[src/rtl/norm_mult_if.sv]
// Sample/gain/result bundle for the gain-normalisation multiplier.
// The source drives din and coef and the multiplier returns dout.
interface norm_mult_if;
  logic [15:0] din;
  logic [15:0] coef;
  logic [15:0] dout;

  modport master (
    output din,
    output coef,
    input  dout
  );

  modport slave (
    input  din,
    input  coef,
    output dout
  );
endinterface

[src/rtl/norm_mult.sv]
// Three-stage signed x unsigned 1.15 gain multiplier with round-half-up and 16-bit saturation.
// Free-running pipeline with no stalls; latency is three clock edges.
module norm_mult (
  input logic         clk,
  input logic         arst,
  norm_mult_if.slave  bus
);

  logic [15:0]        din_q;
  logic [15:0]        coef_q;
  logic signed [32:0] prod_d;
  logic signed [32:0] prod_q;
  logic signed [32:0] rnd;
  logic signed [17:0] shifted;
  logic [15:0]        dout_d;
  logic [15:0]        dout_q;

  // coef is zero-extended so 0x8000..0xFFFF stay positive gains.
  always_comb begin
    prod_d = $signed({{17{din_q[15]}}, din_q}) * $signed({17'd0, coef_q});
  end

  always_comb begin
    rnd     = prod_q + 33'sd16384;
    shifted = $signed(rnd[32:15]);
    if (shifted > 18'sd32767) begin
      dout_d = 16'h7FFF;
    end else if (shifted < -18'sd32768) begin
      dout_d = 16'h8000;
    end else begin
      dout_d = shifted[15:0];
    end
  end

  always_ff @(posedge clk or posedge arst) begin
    if (arst) begin
      din_q  <= '0;
      coef_q <= '0;
      prod_q <= '0;
      dout_q <= '0;
    end else begin
      din_q  <= bus.din;
      coef_q <= bus.coef;
      prod_q <= prod_d;
      dout_q <= dout_d;
    end
  end

  assign bus.dout = dout_q;

endmodule

[src/flat_wrapper.sv]
// flat-port wrapper written by rule: the top's interface ports become plain ports
module norm_mult_flat 
  (clk, arst, bus_din, bus_coef, bus_dout);
  norm_mult_if bus_i ();
  input logic clk;
  input logic arst;
  input wire logic [$bits(bus_i.din)-1:0] bus_din;
  input wire logic [$bits(bus_i.coef)-1:0] bus_coef;
  output wire logic [$bits(bus_i.dout)-1:0] bus_dout;
  assign bus_i.din = bus_din;
  assign bus_i.coef = bus_coef;
  assign bus_dout = bus_i.dout;
  norm_mult u_core (.clk(clk), .arst(arst), .bus(bus_i));
endmodule
[config.mk]
export PLATFORM = sky130hd
export DESIGN_NAME = norm_mult_flat
export DESIGN_NICKNAME = d
export VERILOG_FILES = /design/src/rtl/norm_mult_if.sv /design/src/rtl/norm_mult.sv /design/src/flat_wrapper.sv
export SDC_FILE = /design/constraint.sdc
export NUM_CORES = 1
export LEC_CHECK = 0
export CORE_MARGIN = 3
export CORE_UTILIZATION = 30
export CTS_BUF_LIST = sky130_fd_sc_hd__clkbuf_8
export DETAILED_ROUTE_END_ITERATION = 6
export SETUP_SLACK_MARGIN = 0.15
export SYNTH_ARGS = -nofsm -noshare
export SYNTH_HDL_FRONTEND = slang
export SYNTH_SLANG_ARGS = --single-unit
[constraint.sdc]
create_clock -name clk -period 13.3 [get_ports clk]
set_clock_uncertainty 0.2 [all_clocks]
set_input_delay 1.33 -clock clk [delete_from_list [all_inputs] [get_ports clk]]
set_output_delay 1.33 -clock clk [all_outputs]
set_load 0.1 [all_outputs]
Word-level counts from Yosys, hierarchy flattened
Cells that the tools add are included.
Cells by class
  order comparisons: 2
  mux-type cells: 2
  $mul: 1
  add/sub/neg operators: 1
Operators by type and width (count)
  $add A33 B16 Y33 const B: 1
  $mul A16 B17 Y33: 1
  $mux W16: 2
  $gt A18 B16 Y1 const B: 1
  $lt A18 B16 Y1 const B: 1
Storage, ports and cells
  bits in registers: 81
  output and inout bits: 16

Logic depth before layout (Yosys ltp)
Gate-level depths: netlist of the first run.
  depth after elaboration: 4
  depth in mapped cells: 23

Least setup slack after synthesis of the first run
No wires, ideal clock.
  path type: reg-to-reg
  from: register u_core.din_q[7]
  to: register u_core.prod_q[31]
  cell stages (with the launch flop): 23
  library setup time: 0.123 ns
  clock period less this slack: 5.860 ns
  buffers on the path: 1
  arrival: 5.537 ns
  setup slack: 7.440 ns
  cell sequence: dfrtp_1 clkbuf_1 nand2_1 fa_1 inv_1 fa_1 inv_1 fa_1 inv_1 fa_1 fa_1 inv_1 fa_1 inv_1 ha_1 nand2_1 o21bai_1 nand2_1 a31oi_1 nand2_1 o211ai_1 a21oi_1 xnor2_1
On the way
  cells in the longest elaborated chain, start to end: 1
RTL lines
  start: declaration: line norm_mult.sv:9  | logic [15:0] din_q;
  start signal: assignment: line norm_mult.sv:42  | din_q <= bus.din;
  $mul A16 B17 Y33: line norm_mult.sv:20  | prod_d = $signed({{17{din_q[15]}}, din_q}) * $signed({17'd0, coef_q});
  via u_core.prod_d[31]: line norm_mult.sv:11  | logic signed [32:0] prod_d;
  end signal: assignment: line norm_mult.sv:44  | prod_q <= prod_d;
  end: declaration: line norm_mult.sv:12  | logic signed [32:0] prod_q;
The timed path passes the listed nets, and every way through them passes these cells.

Worst setup path after layout of the first run
  from: register u_core.coef_q[6]
  to: register u_core.prod_q[20]
On the way
  cells in the longest elaborated chain, start to end: 1
RTL lines
  start: declaration: line norm_mult.sv:10  | logic [15:0] coef_q;
  start signal: assignment: line norm_mult.sv:43  | coef_q <= bus.coef;
  $mul A16 B17 Y33: line norm_mult.sv:20
  via u_core.prod_d[20]: line norm_mult.sv:11
The timed path passes the listed nets, and every way through them passes these cells.

==> results of run 1 <==
==> area by class of cell <==
| type | count | share of cell area |
|---|---|---|
| Clock buffer | 9 | 0.0107 |
| Clock inverter | 7 | 0.00455 |
| Inverter | 234 | 0.0761 |
| Multi-Input combinational cell | 749 | 0.672 |
| Sequential cell | 67 | 0.145 |
| Tap cell | 448 | 0.0486 |
| Timing Repair Buffer | 50 | 0.0432 |
==> worst max-delay path by stage <==
stage	startpoint	end	slack (ns)	cells past startpoint
after floorplan	u_core.din_q[7]$_DFF_PP0_	u_core.prod_q[31]$_DFF_PP0_	7.44	22
after global placement	u_core.coef_q[6]$_DFF_PP0_	u_core.prod_q[20]$_DFF_PP0_	6.81	20
after detailed placement	u_core.coef_q[6]$_DFF_PP0_	u_core.prod_q[20]$_DFF_PP0_	6.67	20
after CTS	u_core.coef_q[6]$_DFF_PP0_	u_core.prod_q[20]$_DFF_PP0_	6.63	20
after global routing	u_core.coef_q[6]$_DFF_PP0_	u_core.prod_q[23]$_DFF_PP0_	6.27	19
final	u_core.coef_q[6]$_DFF_PP0_	u_core.prod_q[20]$_DFF_PP0_	6.59	20
==> cells in the mapped netlist (9+ instances only) <==
| cell | count |
|---|---|
| ha_1 | 120 |
| and2_1 | 117 |
| dfrtp_1 | 67 |
| inv_1 | 233 |
| xnor2_1 | 18 |
| a21oi_1 | 19 |
| nand2_1 | 140 |
| fa_1 | 193 |
| o21ai_0 | 13 |
| o21ai_1 | 9 |
| nand3_1 | 13 |
| nor2_1 | 28 |
| xor2_1 | 15 |
| clkbuf_1 | 32 |
==> routing by layer <==
layer | up-vias | track usage | part of all wire
li1 | 3321 | - | -
met1 | 3688 | 0.176 | 0.43
met2 | 144 | 0.243 | 0.51
met3 | 35 | 0.0245 | 0.040
met4 | 0 | 0.0378 | 0.020
met5 | - | 0 | 0
==> state kept, by name, summed over array words and instances, names as in the netlist <==
| register | flops |
|---|---|
| u_core.din_q | 16 |
| u_core.prod_q | 19 |
| u_core.bus.dout | 16 |
| u_core.coef_q | 16 |
==> logic make-up (layout without fill, tap and decap cells) <==
group	Yosys count	count (layout)	synth area share
multiplexers	1	1	0.00144
AND/OR/NAND/NOR	332	332	0.157
AO/OA/AOI/OAI	70	70	0.0415
XOR/XNOR	33	33	0.0276
buffers and inverters	270	300	0.0986
flip-flops	67	67	0.160
adder cells (fa/ha/maj)	313	313	0.513
==> critical path, delay by kind of cell, from the launching register on <==
| family | cells | cell delay (ns) |
|---|---|---|
| buf+inv | 4 | 0.19 |
| compound gates | 4 | 1.32 |
| flops | 1 | 0.64 |
| fa+ha+maj | 7 | 3.39 |
| simple gates | 4 | 0.73 |
| xor+xnor | 1 | 0.14 |
==> metrics by stage <==
step / util / hold WS, ns
after global routing: 0.340 / 0.385
final: 0.340 / 0.350
after floorplan: - / 0.306
after CTS: 0.340 / 0.359
after global placement: 0.335 / 0.340
after detailed placement: 0.335 / 0.349
==> results.tsv, run 1 <==
metric	value	unit
cp_slowest_cell	dfrtp_1	
required	13.39	ns
synth_warnings	0	
postCtsHoldBufs	0	
grt.total_usage	0.139	
dp_hpwl	19.1	mm
slew_violations	0	
min_to	u_core.bus.dout[15]$_DFF_PP0_	
drv_cap	0	
layout_min_cycle_time	6.71	ns
slew_headroom	0.320	
cp_max_fo	16	
die_y	193	um
cts_buffers	9	
clk-insertion-delay-late	0.39	ns
io_buffers	49	
finalWorstSetupSlack	6.59	ns
clkTransAtPathRegs	0.09	ns
period_share	0.505	
die-area	37100	um2
cpMostUsedCell	fa_1	
fin_tns_setup	0	ns
timing.fmax	0.149	GHz
post-place-cells	1548	
dpl_cell_area	11400	um2
max_stage_delay	0.64	ns
synth_cells	1086	
hold_class	reg -> reg	
timing.rr.end	u_core.prod_q[20]$_DFF_PP0_	
multi_input_area	7750	um2
rsz0062_at_grt	false	
die_w	193	um
regArea	1680	um2
ctsHtreeMaxLevel	3	
drc	0	
layout_commonest_cell	inv_1	
antenna_cells	0	
initial_core_util	0.308	
cts_resized	0	
routed_wl	23.9	mm
antenna_found_initial	0	
synth_area_leader_cell	fa_1	
cts_setup_buffers	0	
area_growth	10.4	%
reg2regPathDepth	20	
crit_arrival	6.81	ns
synth-seq-cells	67	
coreArea	34000	um2
synth_cell_types	46	
final_cell_mix	inv_1, fa_1, nand2_1	
io-pin-count	50	
synth_ff_type	dfrtp_1	
synth_edf_count	0	
rr_startpoint	u_core.coef_q[6]$_DFF_PP0_	
syn_nets	1433	
clk_path_buf_depth	2	
hold_depth	1	
seq_area_frac_synth	0.160	
cts_root_buf	clkbuf_8	
route.antenna.remaining_nets	0	
fillers	3484	
crit_type	reg -> reg	
place_congestion	0.826	
worst_pin_slew	1.02	ns
avgSynthCellArea	9.63	um2
crit_chain	and2_1 -> fa_1 -> inv_1 -> fa_1 -> fa_1 -> inv_1 -> fa_1 -> fa_1 -> inv_1 -> fa_1 -> inv_1 -> ha_1 -> nand3_1 -> nor4_1 -> a32oi_1 -> nand3_1 -> a211oi_1 -> o21bai_1 -> a21oi_1 -> xnor2_1	
wl_per_cell	15.3	um
netlist_area	10500	um2
hold_start	u_core.prod_q[32]$_DFF_PP0_	
netlist.area_leader.share	0.370	
crit_path_start_kind	flip-flop	
rrSetupSlack	6.59	ns
num_rows	67	
post_drt_via_cell_ratio	4.60	
grt_pass1_wl	40.2	mm
synth.area.top_cells	fa_1, dfrtp_1, ha_1	
grt.overflow.total	0	
worstSetupEndpointType	flip-flop	
grt_max_degree	68	
drt_pre_antenna_iters	5	
drive_gt1_frac	0.0224	
async_reset_ff_frac	1.00	
num_vias	7188	
tritoncts	built	
setup_violations	0	
status	completed	
clock-sinks	67	
hold_viol_final	0	
fin_area	11500	um2
dr.first_iter.drc_count	337	
grt_pass1_vias	8009	
final_nets	1458	
dp_worst_setup_slack	6.67	ns
instances_no_fill	1564	
Power of run 1 is left out: the tool's default activity adds up to more than one toggle a clock period on the data nets, which glitch-free logic cannot reach.
==> run 2, diff against run 1 <==
==> constraint.sdc (replaced) <==
create_clock -name clk -period 5.9 [get_ports clk]
set_clock_uncertainty 0.2 [all_clocks]
set_input_delay 0.59 -clock clk [delete_from_list [all_inputs] [get_ports clk]]
set_output_delay 0.59 -clock clk [all_outputs]
set_load 0.1 [all_outputs]
==> results.tsv, run 2 (synthesis results as in run 1) <==
metric	value	unit	change
status	finished, violations left		was completed
violations	setup timing		
critical_path.top_delay_family	adder cells		unchanged
fin_tns_setup	-0.0246	ns	was 0 ns
crit_arrival	6.00	ns	was 6.81 ns
rsz0062_at_grt	true		was false
worstSetupEndpointType	flip-flop		unchanged
antenna_cells	0		unchanged
final_nets	1596		was 1458
finalWorstSetupSlack	-0.0138	ns	was 6.59 ns
post-place-cells	1653		was 1548
clk_path_buf_depth	2		unchanged
drive_gt1_frac	0.215		was 0.0224
grt_pass1_wl	42.2	mm	was 40.2 mm
slew_headroom	0.354		was 0.320
cts_root_buf	clkbuf_8		unchanged
regArea	1700	um2	was 1680 um2
crit_path_start_kind	flip-flop		unchanged
drv_cap	0		unchanged
hold-worst-slack	0.372	ns	was 0.350 ns
required	5.99	ns	was 13.39 ns
area_growth	27.0	%	was 10.4%
period_share	1.00		was 0.505
largest_reg_flops	19		unchanged
regMostFlops	u_core.prod_q		unchanged
dr.first_iter.drc_count	304		was 337
slew_violations	0		unchanged
ctsHtreeMaxLevel	3		unchanged
hold_class	reg -> reg		unchanged
route.antenna.remaining_nets	0		unchanged
max_stage_delay	0.57	ns	was 0.64 ns
timing.fmax	0.169	GHz	was 0.149 GHz
grt_pass1_vias	8465		was 8009
cp_num_buf_inv	5		was 4
routed_wl	25.0	mm	was 23.9 mm
rrSetupSlack	-0.01	ns	was 6.59 ns
die_y	193	um	unchanged
grt.overflow.total	0		unchanged
tritoncts	built		unchanged
drc	0		unchanged
layout_commonest_cell	inv_1		unchanged
crit_type	reg -> reg		unchanged
fillers	3309		was 3484
wl_per_cell	14.7	um	was 15.3 um
initial_core_util	0.308		unchanged
place_congestion	0.878		was 0.826
final_cell_mix	inv_1, fa_1, nand2_1		unchanged
antenna_found_initial	0		unchanged
cp_max_fo	8		was 16
die-area	37100	um2	unchanged
io-pin-count	50		unchanged
layout_min_cycle_time	5.91	ns	was 6.71 ns
post_drt_via_cell_ratio	4.51		was 4.60
cts_buffers	9		unchanged
clock-sinks	67		unchanged
multi_input_area	8180	um2	was 7750 um2
hold_viol_final	0		unchanged
instances_no_fill	1701		was 1564
coreArea	34000	um2	unchanged
cpMostUsedCell	fa_1		unchanged
fin_area	13300	um2	was 11500 um2
num_vias	7679		was 7188
drt_pre_antenna_iters	5		unchanged
worst_pin_slew	0.965	ns	was 1.02 ns
setup_violations	2		was 0
crit_chain	buf_6 -> and2_1 -> fa_2 -> fa_1 -> fa_1 -> fa_2 -> fa_1 -> inv_2 -> fa_1 -> inv_2 -> ha_4 -> a21oi_4 -> o221a_4 -> a22o_1 -> a31oi_1 -> buf_4 -> nand2_2 -> o211ai_1 -> buf_4 -> xor2_1		was and2_1 -> fa_1 -> inv_1 -> fa_1 -> fa_1 -> inv_1 -> fa_1 -> fa_1 -> inv_1 -> fa_1 -> inv_1 -> ha_1 -> nand3_1 -> nor4_1 -> a32oi_1 -> nand3_1 -> a211oi_1 -> o21bai_1 -> a21oi_1 -> xnor2_1
grt_max_degree	68		unchanged
cp_slowest_cell	fa_2		was dfrtp_1
clkTransAtPathRegs	0.09	ns	about the same
dp_hpwl	20.4	mm	was 19.1 mm
grt.total_usage	0.143		was 0.139
dpl_cell_area	12200	um2	was 11400 um2
num_rows	67		unchanged
clk-insertion-delay-late	0.39	ns	about the same
die_w	193	um	unchanged
io_buffers	49		unchanged
-- run 2: cell types whose count changed in the layout (fill, tap and decap cells not counted), moves of 18 or more --
cell	before	now
buf_4	1	103
dfrtp_2	0	18
buf_6	0	28
dfrtp_1	67	49
-- run 2: final timing paths --
path | start | to | cells after the start
max | u_core.coef_q[4]$_DFF_PP0_ | u_core.prod_q[30]$_DFF_PP0_ | 20
min | u_core.prod_q[32]$_DFF_PP0_ | u_core.bus.dout[15]$_DFF_PP0_ | 1
max reg2reg | u_core.coef_q[4]$_DFF_PP0_ | u_core.prod_q[30]$_DFF_PP0_ | 20
min reg2reg | u_core.prod_q[32]$_DFF_PP0_ | u_core.bus.dout[15]$_DFF_PP0_ | 1
max in group asynchronous | arst | u_core.din_q[9]$_DFF_PP0_ | 3
min in group asynchronous | arst | u_core.din_q[3]$_DFF_PP0_ | 3
-- run 2: metal layers --
layer | global-route usage | wire length, um | share of wire
met5 | 0 | 0 | 0
met2 | 0.248 | 12700 | 0.51
met1 | 0.190 | 11100 | 0.44
met4 | 0.0289 | 253 | 0.010
met3 | 0.0238 | 974 | 0.039
-- run 2: timing repair --
item / CTS / global route
pin swaps: 71 / 52
hold buffers: 0 / 0
buffers inserted: 20 / 13
endpoints found under the setup margin: 17 / 19
resized for setup: 94 / 61
-- run 2: final cells by class --
type,instances,area share
multi-input combinational,749,0.616
timing repair buffer,188,0.131
sequential,67,0.128
inverter,234,0.0662
tap,448,0.0422
clock buffer,10,0.0104
clock inverter,5,0.00584
-- run 2: through the flow --
| step | setup slack (ns) | utilization |
|---|---|---|
| 2_1_floorplan | 0.105 | - |
| 3_3_place_gp | -0.192 | 0.360 |
| 3_5_place_dp | -0.306 | 0.360 |
| 4_1_cts | -0.00155 | 0.382 |
| 5_1_grt | -0.213 | 0.391 |
| 6_report | -0.0138 | 0.391 |
-- run 2: worst reg2reg max path, stage by stage, from the launching register on --
cell and delay [ns]:
dfrtp_2 0.50, buf_6 0.16, and2_1 0.17, fa_2 0.57
fa_1 0.44, fa_1 0.54, fa_2 0.44, fa_1 0.50
inv_2 0.04, fa_1 0.49, inv_2 0.05, ha_4 0.28
a21oi_4 0.07, o221a_4 0.24, a22o_1 0.23, a31oi_1 0.17
buf_4 0.15, nand2_2 0.08, o211ai_1 0.24, buf_4 0.15
xor2_1 0.13
Power of run 2 is left out for the same reason.
